`src/rtl/floo_narrow_wide_pkg.sv`:
```
// Shared types and constants for the multicast response reduction path.
package floo_narrow_wide_pkg;

  localparam int unsigned NumMcastBits = 4;
  localparam int unsigned SamNumRules  = 4;
  localparam int unsigned IdW          = 2;

  typedef struct packed {
    logic [IdW-1:0] x;
    logic [IdW-1:0] y;
  } id_t;

  typedef logic [NumMcastBits-1:0] select_t;

  typedef enum logic [2:0] {
    Eject = 3'd0,
    North = 3'd1,
    East  = 3'd2,
    South = 3'd3,
    West  = 3'd4
  } route_e;

  typedef enum logic [1:0] {
    StIdle    = 2'd0,
    StCollect = 2'd1,
    StSend    = 2'd2
  } rsp_state_e;

  localparam logic [1:0] RespOkay   = 2'd0;
  localparam logic [1:0] RespExOkay = 2'd1;
  localparam logic [1:0] RespSlvErr = 2'd2;
  localparam logic [1:0] RespDecErr = 2'd3;

  // Destination coordinates addressed by each multicast mask bit.
  localparam id_t McastDstLut [NumMcastBits] = '{
    '{x: 2'd0, y: 2'd1},
    '{x: 2'd1, y: 2'd0},
    '{x: 2'd2, y: 2'd1},
    '{x: 2'd1, y: 2'd2}
  };

endpackage

```
`src/rtl/mcast_exp_routes.sv`:
```
// Maps a multicast destination mask to the set of output routes it fans out on
// under XY routing; shared by the request fork and the response reducer.
module mcast_exp_routes
  import floo_narrow_wide_pkg::*;
#(
  parameter int unsigned NumRoutes = 5
) (
  input  select_t              mask_i,
  input  id_t                  xy_id_i,
  input  id_t                  src_id_i,
  output logic [NumRoutes-1:0] exp_o
);

  always_comb begin
    exp_o = '0;
    for (int unsigned i = 0; i < NumMcastBits; i++) begin
      // The source never waits on a response from itself.
      if (mask_i[i] && (McastDstLut[i] != src_id_i)) begin
        if (McastDstLut[i] == xy_id_i) begin
          exp_o[Eject] = 1'b1;
        end else if (McastDstLut[i].x == xy_id_i.x) begin
          if (McastDstLut[i].y < xy_id_i.y) exp_o[South] = 1'b1;
          else                              exp_o[North] = 1'b1;
        end else begin
          if (McastDstLut[i].x < xy_id_i.x) exp_o[West] = 1'b1;
          else                              exp_o[East] = 1'b1;
        end
      end
    end
  end

endmodule

```
`src/rtl/mcast_rsp_reduce.sv`:
```
// Collects one response per expected multicast route and returns the single
// worst-case response code toward the request source.
//
//   state     | meaning
//   StIdle    | ready to be armed with a new multicast request
//   StCollect | waiting for responses on the remaining expected routes
//   StSend    | merged response presented until downstream accepts it
module mcast_rsp_reduce
  import floo_narrow_wide_pkg::*;
#(
  parameter int unsigned NumRoutes = 5
) (
  input  logic                      clk_i,
  input  logic                      rst_i,
  input  logic                      start_valid_i,
  output logic                      start_ready_o,
  input  select_t                   mask_i,
  input  id_t                       xy_id_i,
  input  id_t                       src_id_i,
  input  logic [NumRoutes-1:0]      rsp_valid_i,
  output logic [NumRoutes-1:0]      rsp_ready_o,
  input  logic [NumRoutes-1:0][1:0] rsp_i,
  output logic                      out_valid_o,
  input  logic                      out_ready_i,
  output logic [1:0]                out_rsp_o,
  output logic                      busy_o,
  output logic                      unexp_o
);

  rsp_state_e           state_d, state_q;
  logic [NumRoutes-1:0] exp_d, exp_q;
  logic [NumRoutes-1:0] arr_d, arr_q;
  logic [1:0]           acc_d, acc_q;
  logic [NumRoutes-1:0] exp_calc;
  logic [NumRoutes-1:0] pend;
  logic [NumRoutes-1:0] accept;

  mcast_exp_routes #(
    .NumRoutes (NumRoutes)
  ) i_exp_routes (
    .mask_i   (mask_i),
    .xy_id_i  (xy_id_i),
    .src_id_i (src_id_i),
    .exp_o    (exp_calc)
  );

  always_comb begin
    pend    = (state_q == StCollect) ? (exp_q & ~arr_q) : '0;
    accept  = rsp_valid_i & pend;

    // Handshake outputs depend only on registered state; reset masks them.
    rsp_ready_o   = rst_i ? '0 : pend;
    start_ready_o = ~rst_i & (state_q == StIdle);
    out_valid_o   = ~rst_i & (state_q == StSend);
    busy_o        = ~rst_i & (state_q != StIdle);
    unexp_o       = ~rst_i & (|(rsp_valid_i & ~pend));
    out_rsp_o     = acc_q;

    state_d = state_q;
    exp_d   = exp_q;
    arr_d   = arr_q;
    acc_d   = acc_q;

    unique case (state_q)
      StIdle: begin
        if (start_valid_i) begin
          exp_d   = exp_calc;
          arr_d   = '0;
          acc_d   = RespOkay;
          state_d = (exp_calc == '0) ? StSend : StCollect;
        end
      end
      StCollect: begin
        arr_d = arr_q | accept;
        // Resp codes are ordered by severity, so the merge is a plain max.
        for (int unsigned r = 0; r < NumRoutes; r++) begin
          if (accept[r] && (rsp_i[r] > acc_d)) acc_d = rsp_i[r];
        end
        if (arr_d == exp_q) state_d = StSend;
      end
      StSend: begin
        if (out_ready_i) state_d = StIdle;
      end
      default: state_d = StIdle;
    endcase
  end

  always_ff @(posedge clk_i) begin
    if (rst_i) begin
      state_q <= StIdle;
      exp_q   <= '0;
      arr_q   <= '0;
      acc_q   <= RespOkay;
    end else begin
      state_q <= state_d;
      exp_q   <= exp_d;
      arr_q   <= arr_d;
      acc_q   <= acc_d;
    end
  end

endmodule
```
`config.mk`:
```
export PLATFORM = sky130hd
export DESIGN_NAME = mcast_rsp_reduce
export DESIGN_NICKNAME = d
export VERILOG_FILES = /design/src/rtl/floo_narrow_wide_pkg.sv /design/src/rtl/mcast_exp_routes.sv /design/src/rtl/mcast_rsp_reduce.sv
export SDC_FILE = /design/constraint.sdc
export NUM_CORES = 1
export LEC_CHECK = 0
export CORE_ASPECT_RATIO = 2
export CORE_MARGIN = 1
export CORE_UTILIZATION = 46
export DETAILED_ROUTE_END_ITERATION = 10
export PLACE_DENSITY = 0.91
export SLEW_MARGIN = 20
export SYNTH_ARGS = -nofsm -noshare
export SYNTH_HDL_FRONTEND = slang
export SYNTH_SLANG_ARGS = --single-unit
```
`constraint.sdc`:
```
create_clock -name clk_i -period 6.9 [get_ports clk_i]
set_clock_uncertainty 0.15 [all_clocks]
set_input_delay 0.69 -clock clk_i [delete_from_list [all_inputs] [get_ports clk_i]]
set_output_delay 0.69 -clock clk_i [all_outputs]
set_load 0.1 [all_outputs]
```
## After elaboration in Yosys (flattened, before gate mapping)

Index checks and enable logic that the tools add are counted.

- $lt $le $gt $ge: 11
- Eq/ne operators: 16
- Muxes and demuxes: 64
- Bitwise gates (word level): 11
- Reductions and logical operators: 18

Operator list:

| operator | count |
|---|---|
| 2-to-1 mux 1 bit | 36 |
| 2-to-1 mux 5 bit | 7 |
| 2-to-1 mux 2 bit | 14 |
| 2-to-1 mux 4 bit | 4 |
| AND 5 bit | 3 |
| > comparator 2 bit | 5 |
| inverter 5 bit | 2 |
| case mux 5 bit (2 select lines) | 1 |
| logical AND 1 bit | 9 |
| equality test 3 x 4 -> 1 bit, first input constant | 2 |
| < comparator 1 x 2 -> 1 bit, first input constant | 4 |
| != test 3 x 4 -> 1 bit, first input constant | 2 |
| case mux 2 bit (3 select lines) | 1 |
| equality test 5 bit | 1 |
| zero test 5 bit | 1 |
| OR 5 bit | 1 |
| OR reduction 5 bit | 1 |
| AND 1 bit | 4 |
| equality test 1 x 4 -> 1 bit, first input constant | 1 |
| equality test 4 bit, first input constant | 1 |
| zero test 2 bit | 2 |
| < comparator 2 bit, first input constant | 2 |
| != test 1 x 4 -> 1 bit, first input constant | 1 |
| != test 2 bit, second input constant | 2 |
| 11 further kinds | 13 |

- Register bits: 14
- Output and inout bits: 11
- Logic and storage cells: 124

## Longest topological paths before layout

- Depth after elaboration: 23
- Depth in mapped cells: 31
- Mapped depth without buffers: 31

## Modules after synthesis

From an unflattened synthesis, not the netlist that was laid out.

- Cell total of the unflattened synthesis: 190
- Area total of the unflattened synthesis: 1406.3 um2

Modules (own cells, without submodules):

| module | times used | cells an instance | area an instance (um2) |
|---|---|---|---|
| mcast_rsp_reduce | 1 | 162 | 1192.4 |
| mcast_exp_routes | 1 | 28 | 214.0 |

## Least setup slack after synthesis

No wires, ideal clock.

- Path kind: flip-flop to flip-flop
- Start point: register acc_q[1] (netlist: out_rsp_o[1])
- End point: register acc_q[1] (netlist: out_rsp_o[1])
- Setup time: 0.069 ns
- Arrival: 5.711 ns
- Data required time: 6.681 ns
- Path slack: 0.970 ns
- Cell stages (with the launch flop): 28
- Buffers on the path: 0
- Clock period less this slack: 5.930 ns
- Path through: dfxtp_1 inv_1 ha_1 nor2b_1 o2111ai_4 o21ai_0 ha_1 nor2_1 inv_1 a221oi_2 o2111a_1 o22a_1 ha_1 nor2_1 o2111ai_1 a211o_1 mux2i_2 inv_1 ha_1 a21oi_1 o2111ai_1 mux2i_1 ha_1 a21oi_1 nor2_1 nand3_1 mux2_2 o21ai_1

- Longest elaborated chain between the ends: 20

Ends and longest elaborated chain:

| what | RTL line | RTL |
|---|---|---|
| start, declared | mcast_rsp_reduce.sv:33 | `logic [1:0] acc_d, acc_q;` |
| start signal, assigned | mcast_rsp_reduce.sv:93 | `acc_q <= RespOkay;` |
| > comparator 2 bit | mcast_rsp_reduce.sv:77 | `if (accept[r] && (rsp_i[r] > acc_d)) acc_d = rsp_i[r];` |
| logical AND 1 bit | mcast_rsp_reduce.sv:77 |  |
| 2-to-1 mux 2 bit (*) | mcast_rsp_reduce.sv:77 |  |
| 2-to-1 mux 2 bit (*) | mcast_rsp_reduce.sv:64 | `unique case (state_q)` |
| > comparator 2 bit | mcast_rsp_reduce.sv:77 |  |
| logical AND 1 bit | mcast_rsp_reduce.sv:77 |  |
| 2-to-1 mux 2 bit (*) | mcast_rsp_reduce.sv:77 |  |
| 2-to-1 mux 2 bit (*) | mcast_rsp_reduce.sv:64 |  |
| [4 not listed] | n/a |  |
| > comparator 2 bit | mcast_rsp_reduce.sv:77 |  |
| logical AND 1 bit | mcast_rsp_reduce.sv:77 |  |
| 2-to-1 mux 2 bit (*) | mcast_rsp_reduce.sv:77 |  |
| 2-to-1 mux 2 bit (*) | mcast_rsp_reduce.sv:64 |  |
| > comparator 2 bit | mcast_rsp_reduce.sv:77 |  |
| logical AND 1 bit | mcast_rsp_reduce.sv:77 |  |
| 2-to-1 mux 2 bit (*) | mcast_rsp_reduce.sv:77 |  |
| case mux 2 bit (2 select lines) (*) | mcast_rsp_reduce.sv:64 |  |

Every way passes the cells marked *; elsewhere a longest branch is shown, timed or not. The select of a mux whose other input is x is not followed.
A chain may end at the register's enable or synchronous reset.

## Worst setup path in the final report

- Start point: input rsp_i[1] (netlist name)
- End point: register acc_q[1] (netlist: out_rsp_o[1])

- Longest elaborated chain between the ends: 20

Ends and longest elaborated chain:

| what | RTL line | RTL |
|---|---|---|
| start, declared | mcast_rsp_reduce.sv:22 | `input logic [NumRoutes-1:0][1:0] rsp_i,` |
| > comparator 2 bit | mcast_rsp_reduce.sv:77 |  |
| logical AND 1 bit | mcast_rsp_reduce.sv:77 |  |
| 2-to-1 mux 2 bit (*) | mcast_rsp_reduce.sv:77 |  |
| 2-to-1 mux 2 bit (*) | mcast_rsp_reduce.sv:64 |  |
| > comparator 2 bit | mcast_rsp_reduce.sv:77 |  |
| logical AND 1 bit | mcast_rsp_reduce.sv:77 |  |
| 2-to-1 mux 2 bit (*) | mcast_rsp_reduce.sv:77 |  |
| 2-to-1 mux 2 bit (*) | mcast_rsp_reduce.sv:64 |  |
| [4 not listed] | n/a |  |
| > comparator 2 bit | mcast_rsp_reduce.sv:77 |  |
| logical AND 1 bit | mcast_rsp_reduce.sv:77 |  |
| 2-to-1 mux 2 bit (*) | mcast_rsp_reduce.sv:77 |  |
| 2-to-1 mux 2 bit (*) | mcast_rsp_reduce.sv:64 |  |
| > comparator 2 bit | mcast_rsp_reduce.sv:77 |  |
| logical AND 1 bit | mcast_rsp_reduce.sv:77 |  |
| 2-to-1 mux 2 bit (*) | mcast_rsp_reduce.sv:77 |  |
| case mux 2 bit (2 select lines) (*) | mcast_rsp_reduce.sv:64 |  |

Marks and branches as above.

==> run summary <==
Number of vias per cell -> 5.88
Status -> finished, final reports clean
Inst Count DP -> 248
Aggregate global-route resource usage -> 0.258
# DRC -> 0
Peak VDD IR -> 0.000119 V
Final WL -> 3500 um
Ratio of cells with drive above 1 in the final layout -> 0.0446
First-pass GRT wire length -> 5780 um
Die footprint -> 0.00300 mm2
CTS H-tree lvls -> 1
Max clock buf depth -> 2
Min Tclk post-route -> 6.31 ns
Worst Hold Class -> reg -> reg
Final Hold Fails -> 0
Power density cells -> 159 mW/mm2
Post-synth EDFFs -> 0
Cts-stage hold buffer count -> 0
Register Area -> 280 um2
FF+latch count, synth -> 14
Clk_lat worst skew -> 0.25 ns
Clock Sinks -> 14
Setup bufs post-CTS -> 0
Max_slew headroom -> 0.341
Synth warn -> 0
Via count -> 1483
CTS tree -> done
FP Rows -> 26
Post-DR wirelength/cell -> 13.9 um
Chip height -> 76.5 um
Clock slew at reported path FFs -> 0.06 ns
Worst Path Arrival -> 6.35 ns
Data required, critical path -> 6.93 ns
Tcrit/Tclk final -> 0.915
Horiz. Die Dim -> 39.2 um
Initial antenna violation count -> 0
Sequential-to-total area share from yosys stat -> 0.220
DP HPWL -> 2850 um
Pins Over Slew Limit -> 0
Predominant post-synthesis flop cell -> dfxtp_1
CP Class -> in -> reg
Crit Path Max Fanout -> 5
Layout Area Growth over Synthesis -> 38.0%
Nature of the critical path endpoint -> flop
Max-Cap Viols -> 0
Total gr overflow -> 0
GPL Wtd Cong -> 0.848
Synth Cell Area -> 0.00128 mm2
Multi-input logic area -> 902 um2
Final setup fails -> 0
Async S/R FF share, synth -> 0
Vias in the first global route -> 1454
Setup_tns -> 0 ns
Syn_area_per_cell -> 6.97 um2
Largest net degree at the start of global routing -> 21
DRT Pass-1 Iters -> 4
Commonest cells after routing, fill and taps aside -> clkdlybuf4s50_1 (41), nor2_1 (28), nand2_1 (23)
Root Driver -> clkbuf_8
Cts repair resizes -> 0
Initial core utilization -> 0.490
Iteration-0 DRC Markers -> 43
Post-Syn Nets -> 222
Leakage -> 0.000708 uW
Number of nets in the layout -> 264
Max Clock Freq -> 158 MHz
Yosys cell types -> 44
RSZ-0062 raised after global routing -> no
N_diodes -> 0
I/O Buffers -> 41
Post-route ant nets -> 0
Core ar. -> 0.00260 mm2
Io pins -> 42
Worst Tran Pin Value -> 0.986 ns
Synthesized instance count -> 183
Most common cell after layout, fill and taps aside -> clkdlybuf4s50_1
Total CTS buffers -> 3
Worst Setup Start Kind -> input port
Post-Layout Cell Count -> 252
Fill cell count -> 225
final cells by class:
| class | count | share of cell area |
|---|---|---|
| Inverter | 21 | 0.0447 |
| Tap cell | 28 | 0.0199 |
| Sequential cell | 14 | 0.159 |
| Multi-Input combinational cell | 144 | 0.512 |
| Timing Repair Buffer | 41 | 0.233 |
| Clock buffer | 4 | 0.0312 |
worst paths after layout:
kind | start | endpoint | slack, ns | cells past startpoint
worst min-delay path | exp_q[1]$_SDFFE_PP0P_ | exp_q[1]$_SDFFE_PP0P_ | 0.32 | 2
worst min register to register | exp_q[1]$_SDFFE_PP0P_ | exp_q[1]$_SDFFE_PP0P_ | 0.32 | 2
worst max-delay path | rsp_i[1] | out_rsp_o[1]$_SDFFE_PP0P_ | 0.59 | 27
worst max register to register | out_rsp_o[1]$_SDFFE_PP0P_ | out_rsp_o[1]$_SDFFE_PP0P_ | 0.92 | 27
worst max-delay path, cell delays in order:
cell and delay, ns:
clkdlybuf4s50_1 0.43, ha_1 0.29, nor2b_1 0.27, o2111ai_4 0.17, o21ai_0 0.30, ha_1 0.29
nor2_1 0.09, inv_1 0.07, a221oi_2 0.22, o2111a_1 0.21, o22a_1 0.16, ha_1 0.23
nor2_1 0.15, o2111ai_1 0.13, a211o_1 0.33, mux2i_2 0.25, inv_1 0.08, ha_1 0.27
a21oi_1 0.12, o2111ai_1 0.22, mux2i_1 0.30, ha_1 0.29, a21oi_1 0.15, nor2_1 0.05
nand3_1 0.11, mux2_2 0.34, o21ai_1 0.11
synth_stat cells, drive strengths merged, types with 4 or more instances:
cell / count / area (um2)
nor3: 5 / 25.0
o21ai: 6 / 30.0
inv: 21 / 78.8
ha: 8 / 100
a21oi: 13 / 68.8
nand2b: 5 / 31.3
nor2b: 6 / 37.5
nand3: 5 / 25.0
nor2: 28 / 105
nand2: 23 / 86.3
clkbuf: 4 / 15.0
dfxtp: 14 / 280
power by group:
part	internal [uW]	leakage [uW]	switching [uW]	total, uW
combinational	41.3	0.000565	65.8	107
sequential	85.9	0.000114	5.03	90.9
clock	50.6	0.0000288	30.9	81.5
per-stage QoR:
stage / hold WS [ns] / total power, uW / worst slack [ns] / utilization / instance area (um2)
3_3_place_gp: 0.303 / 197 / 0.582 / 0.656 / 1710
6_report: 0.319 / 280 / 0.585 / 0.677 / 1760
4_1_cts: 0.323 / 279 / 0.602 / 0.677 / 1760
3_5_place_dp: 0.315 / 199 / 0.360 / 0.656 / 1710
5_1_grt: 0.364 / 292 / 0.111 / 0.677 / 1760
2_1_floorplan: 0.290 / 162 / 0.970 / - / 1280
layer usage:
layer  up-vias  GRT usage  wire, um
li1        733          -         -
met1       686      0.244      1280
met2        57      0.498      1990
met3         7     0.0292       156
met4         0      0.100        68
met5         -          0         0
sequential cells by signal, summed over array words and instances, names as in the netlist:
register	count
arr_q	5
exp_q	5
out_rsp_o	2
state_q	2
cell families (layout without fill, tap and decap cells):
family | after synthesis | count (layout) | share of synthesized area
adder cells (fa/ha/maj) | 8 | 8 | 0.0784
AND/OR/NAND/NOR | 84 | 84 | 0.309
multiplexers | 3 | 3 | 0.0274
flip-flops | 14 | 14 | 0.220
AO/OA/AOI/OAI | 49 | 49 | 0.292
buffers and inverters | 25 | 66 | 0.0735
(Power assumes the default switching activity.)
